$ cat config.mk
export PLATFORM = sky130hd
export DESIGN_NAME = instruction_fetch
export DESIGN_NICKNAME = d
export VERILOG_FILES = /design/src/rtl/instruction_fetch.sv
export SDC_FILE = /design/constraint.sdc
export NUM_CORES = 1
export LEC_CHECK = 0
export CAP_MARGIN = 25
export CORE_MARGIN = 3
export CORE_UTILIZATION = 40
export CTS_CLUSTER_DIAMETER = 80
export DETAILED_ROUTE_END_ITERATION = 6
export PLACE_DENSITY = 0.8
export RECOVER_POWER = 100
export SYNTH_ARGS = -nofsm -noshare
export SYNTH_HDL_FRONTEND = slang
export SYNTH_SLANG_ARGS = --single-unit
export TNS_END_PERCENT = 20
$ cat constraint.sdc
create_clock -name clk -period 1.9 [get_ports clk]
set_input_delay 0.285 -clock clk [delete_from_list [all_inputs] [get_ports clk]]
set_output_delay 0.285 -clock clk [all_outputs]
set_load 0.1 [all_outputs]
$ cat src/rtl/instruction_fetch.sv
// Fetch stage: owns the PC, drives the combinational instruction memory and
// presents each fetched instruction to decode through a one-entry valid/ready register.
//
// state     | meaning
// ----------+--------------------------------------------------------------
// ST_RUN    | fetching; a new instruction is captured whenever the slot frees
// ST_HALTED | no fetches, pc frozen; only a redirect resumes execution
module instruction_fetch #(
    parameter int             L        = 16,
    parameter logic [L-1:0]   RESET_PC = '0,
    parameter int             PC_STEP  = 1
) (
    input  logic         clk,
    input  logic         reset,
    output logic [L-1:0] imem_addr,
    input  logic [L-1:0] imem_instr,
    input  logic         stall,
    input  logic         halt_req,
    input  logic         redirect_valid,
    input  logic [L-1:0] redirect_target,
    output logic         if_valid,
    input  logic         if_ready,
    output logic [L-1:0] if_instr,
    output logic [L-1:0] if_pc,
    output logic         halted,
    output logic [L-1:0] fetch_count
);

    typedef enum logic {
        ST_RUN,
        ST_HALTED
    } state_t;

    localparam logic [L-1:0] STEP    = L'(PC_STEP);
    localparam logic [L-1:0] CNT_ONE = L'(1);

    state_t       state_q, state_d;
    logic [L-1:0] pc_q, pc_d;
    logic         valid_q, valid_d;
    logic [L-1:0] instr_q, instr_d;
    logic [L-1:0] ipc_q, ipc_d;
    logic [L-1:0] count_q, count_d;

    logic accept;
    logic slot_free;
    logic fire;

    assign accept    = valid_q & if_ready;
    assign slot_free = ~valid_q | if_ready;
    assign fire      = (state_q == ST_RUN) & ~stall & ~halt_req & ~redirect_valid & slot_free;

    always_ff @(posedge clk) begin
        if (reset) begin
            state_q <= ST_RUN;
            pc_q    <= RESET_PC;
            valid_q <= 1'b0;
            instr_q <= '0;
            ipc_q   <= '0;
            count_q <= '0;
        end else begin
            state_q <= state_d;
            pc_q    <= pc_d;
            valid_q <= valid_d;
            instr_q <= instr_d;
            ipc_q   <= ipc_d;
            count_q <= count_d;
        end
    end

    always_comb begin
        state_d = state_q;
        pc_d    = pc_q;
        valid_d = valid_q;
        instr_d = instr_q;
        ipc_d   = ipc_q;
        count_d = count_q;

        // Decode can take the held instruction in any cycle, including a flushing one.
        if (accept) begin
            count_d = count_q + CNT_ONE;
        end

        if (redirect_valid) begin
            pc_d    = redirect_target;
            valid_d = 1'b0;
            state_d = ST_RUN;
        end else begin
            if ((state_q == ST_RUN) && halt_req) begin
                state_d = ST_HALTED;
            end
            if (fire) begin
                instr_d = imem_instr;
                ipc_d   = pc_q;
                valid_d = 1'b1;
                pc_d    = pc_q + STEP;
            end else if (accept) begin
                valid_d = 1'b0;
            end
        end
    end

    assign imem_addr   = pc_q;
    assign if_valid    = valid_q;
    assign if_instr    = instr_q;
    assign if_pc       = ipc_q;
    assign halted      = (state_q == ST_HALTED);
    assign fetch_count = count_q;

endmodule

* Word level (Yosys, flattened, before mapping) *
Index checks and enable logic that the tools add are counted.

word-level totals
  output and inout port bits = 66
  logic and storage cells = 28
  bits in registers = 66

operators by class
  reduce and logical (&&, ||, !) cells = 5
  add/sub/neg operators = 2
  bitwise operators = 11
  multiplexer cells = 4

operators with widths
  operator                 number
  $add A16 B1 Y16 const B  2
  $mux W16                 2
  $and A1 B1 Y1            5
  $not A1 Y1               5
  $reduce_bool A2 Y1       2
  $mux W1                  2
  $reduce_and A2 Y1        1
  $reduce_or A2 Y1         1
  $logic_and A1 B1 Y1      1
  $or A1 B1 Y1             1

* Logic depth before layout (Yosys ltp) *
  depth after elaboration = 7
  gate-level depth with buffers = 5
  mapped depth without buffers = 5

* Worst setup path before layout *
Ideal clock, no wire load.

  path type = register to register
  start = register count_q[3], in the netlist fetch_count[3]
  end = register count_q[13], in the netlist fetch_count[13]
  setup time = 0.071 ns
  required time = 1.829 ns
  data arrival time = 2.560 ns
  path buffers = 0
  stages on the path, launching flop included = 5
  path slack = -0.730 ns
  cells stage by stage = dfxtp_1 > nand4_1 > nor4_1 > or3b_2 > a21oi_1

between the ends
  cells in the longest elaborated chain, start to end = 1

ends and longest elaborated chain
  item                    RTL line  text
  from (decl)             42        logic [L-1:0] count_q, count_d;
  from (signal assigned)  66        count_q <= count_d;
  $add A16 B1 Y16         80        count_d = count_q + CNT_ONE;

No other way between the ends.
A chain may end at the register's enable or synchronous reset.

* Final worst setup path *
  start = input port halt_req
  end = register pc_q[11], in the netlist imem_addr[11]

between the ends
  cells in the longest elaborated chain, start to end = 5

ends and longest elaborated chain
  item                                 RTL line  text
  from (decl)                          18        input logic halt_req,
  $not A1 Y1                           50        assign fire = (state_q == ST_RUN) & ~stall & ~halt_req & ~redirect_valid & slot_free;
  $and A1 B1 Y1 (3 in a row)           50
  $reduce_bool A2 Y1 (no source line)  n/a
  to (signal assigned)                 62        pc_q <= pc_d;
  to (decl)                            38        logic [L-1:0] pc_q, pc_d;

No other way between the ends.

==> out/qor.yml <==
run_status:
  status: "finished with violations"
  violations: "negative setup slack"
yosys:
  netlist_area_um2: 2790
  synth_seq_area_share_pct: 47.3
  async_reset_ff_share_pct: 0
  ys_seq_elements: 66
  synth-edff-count: 0
  ys_dominant_reg_cell: "dfxtp_1"
  yosys-top-cells-count: "66 x dfxtp_1, 63 x nor2_1, 32 x mux2i_1, 16 x nand3_1, 13 x nand2_1"
  synth_nets: 344
  synth_most_common_cell: "dfxtp_1"
  synth_top_area_share_pct: 47.3
  yosysWarnings: 0
  syn_area_per_cell_um2: 9.19
  synth_area_leaders: "dfxtp_1 47%, mux2i_1 11%, nor2_1 8.5%"
  synth_largest_area_cell: "dfxtp_1"
  syn_inst: 304
  synth_cell_type_count: 37
drt:
  ant_nets: 0
  drtIter0Drc: 97
  viasPerCell: 5.24
  wl_per_cell_um: 14.6
  vias: 2733
  first_pass_iters: 4
  wirelength_um: 7620
  drc_errors: 0
final_layout:
  antennaDiodeCount: 0
  nNetsFinal: 464
  nFillCells: 591
  drive_above_1_share_pct: 32.9
  area_delta_synth_final_pct: 45.0
  instances_no_fill: 522
hold_path:
  hp-start: "reset"
  holdPathStages: 2
  min_path_type: "in -> reg"
  whs_endpoint: "if_pc[3]$_SDFFE_PP0P_"
timing:
  max_slew_margin_pct: 62.0
  period_share_pct: 101
  rsz0062_at_grt: "true"
  hold_viol: 0
  setup_violations: 1
  min_period_ps: 1920
  clock_skew_ps: 6.96
  worst_pin_slew_ps: 573
  clock.fmax_mhz: 521
  tns_ps: -19.4
  maxSlewViolCount: 0
  holdWs_ps: 355
  final.setup.worst_slack_ps: -19.4
global_routing:
  grt_usage_pct: 19.9
  overflow: 0
  grt_antenna_before_repair: 0
  grt_max_degree: 31
  grt_pass1_wl_um: 12400
  grt_pass1_vias: 2588
clock_network:
  ctsHoldBuffers: 0
  clockBufferDepth: 2
  insertion_delay_ps: 340
  cts_buffers: 9
  cts-root-buf: "clkbuf_8"
  cts_sinks: 66
  cts_htree_levels: 3
  clkTransAtPathRegs_ps: 70
  postCtsSetupRepairBufs: 0
  cts_tree: "done"
floorplan:
  num_rows: 29
  initial_core_util_pct: 42.5
  die_h_um: 89.6
  fp.coreArea_um2: 6570
  design.die.area_um2: 8020
  dieWidth_um: 89.6
  ios: 104
pwr:
  leakage_uw: 0.00156
  ir_worst_vdd_mv: 0.538
  p_per_area_nw_per_um2: 811
placed_design:
  place_inst: 505
  dp.final_hpwl_um: 5540
  pre_cts_slack_ps: -506
  portBuffers: 103
  globalplace.congestion: 0.804
setup_path:
  r2r_cells: 4
  crit_fanout: 5
  r2r_start: "halted$_SDFFE_PP0P_"
  rrSetupSlack_ps: 60
  critPathLaunchType: "input pin"
  rr_endpoint: "imem_addr[11]$_SDFFE_PP0P_"
  cp.arrival_ps: 2160
  crit_start: "halt_req"
  required_ps: 2140
  cp-end-kind: "flip-flop"
  criticalPathCategory: "in -> reg"
job:
  maxCapViolations: 0
==> logic make-up after synthesis <==
family / Yosys count / share of synthesized area, %
AO/OA/AOI/OAI: 34 / 8.96
XOR/XNOR: 18 / 5.64
adder cells (fa/ha/maj): 2 / 0.896
buffers and inverters: 19 / 2.73
flip-flops: 66 / 47.3
multiplexers: 32 / 11.5
AND/OR/NAND/NOR: 133 / 23.0
==> stage by stage <==
stage               power (µW)  instance area [µm²]  util (%)
floorplan                 1940                 2910         -
global placement          2140                 3990      60.8
detailed placement        2150                 3990      60.8
CTS                       3340                 4210      64.2
global route              3410                 4050      61.7
finish                    3290                 4050      61.7
==> critical path: stages <==
cell and delay, ps:
clkdlybuf4s50_1 420, or3_4 390, or3_4 410, or4_4 430, a311oi_2 220
==> worst max-delay path by stage <==
stage,end,slack [ps],depth (start not counted)
floorplan,imem_addr[15]$_SDFFE_PP0P_,-80,5
global placement,imem_addr[11]$_SDFFE_PP0P_,-450,5
detailed placement,imem_addr[15]$_SDFFE_PP0P_,-510,5
CTS,imem_addr[9]$_SDFFE_PP0P_,30,5
global route,imem_addr[11]$_SDFFE_PP0P_,-110,6
finish,imem_addr[11]$_SDFFE_PP0P_,-20,5
==> per-layer routing <==
layer | global-route usage [%] | wire length, µm
met1 | 24.1 | 3270
met2 | 32.6 | 3610
met3 | 6.75 | 582
met4 | 7.85 | 158
met5 | 0 | 0
==> registers in the layout (all words and copies together) (netlist names) <==
signal,flops
if_pc,16
if_valid,1
fetch_count,16
imem_addr,16
if_instr,16
halted,1
==> power breakdown <==
| part | internal [µW] | total (µW) | leakage [µW] | switching [µW] |
|---|---|---|---|---|
| Clock | 665 | 1200 | 0.000106 | 531 |
| Sequential | 1420 | 1470 | 0.000553 | 56.6 |
| Combinational | 170 | 620 | 0.000904 | 450 |
==> cell type report <==
type / count / area [µm²] / share of cell area (%)
sequential: 66 / 1400 / 34.5
inverter: 4 / 15.0 / 0.371
clock inverter: 3 / 17.5 / 0.432
tap: 93 / 116 / 2.87
timing repair buffer: 123 / 852 / 21.0
clock buffer: 13 / 191 / 4.73
multi-input combinational: 220 / 1460 / 36.0
==> layout by cell type (no fill, tap or decap), drive strengths merged, types with 5 or more instances in the layout <==
cell / instances
a211oi: 6
nand3: 16
buf: 15
dfxtp: 66
clkbuf: 85
or3: 5
nand4: 8
nor4: 5
a311oi: 9
nor2: 63
or4: 6
xnor2: 9
nand2: 13
xor2: 9
nor3: 5
clkdlybuf4s50: 33
mux2i: 32
o31ai: 6
==> what timing repair did <==
| action | in CTS | in global routing |
|---|---|---|
| gates resized for setup | 2 | 6 |
| pin swaps | 5 | 1 |
| cloned | 1 | 0 |
| setup endpoints to repair | 5 | 8 |
| endpoints found under the hold margin | 0 | 0 |
Power figures use the tool's default switching activity.
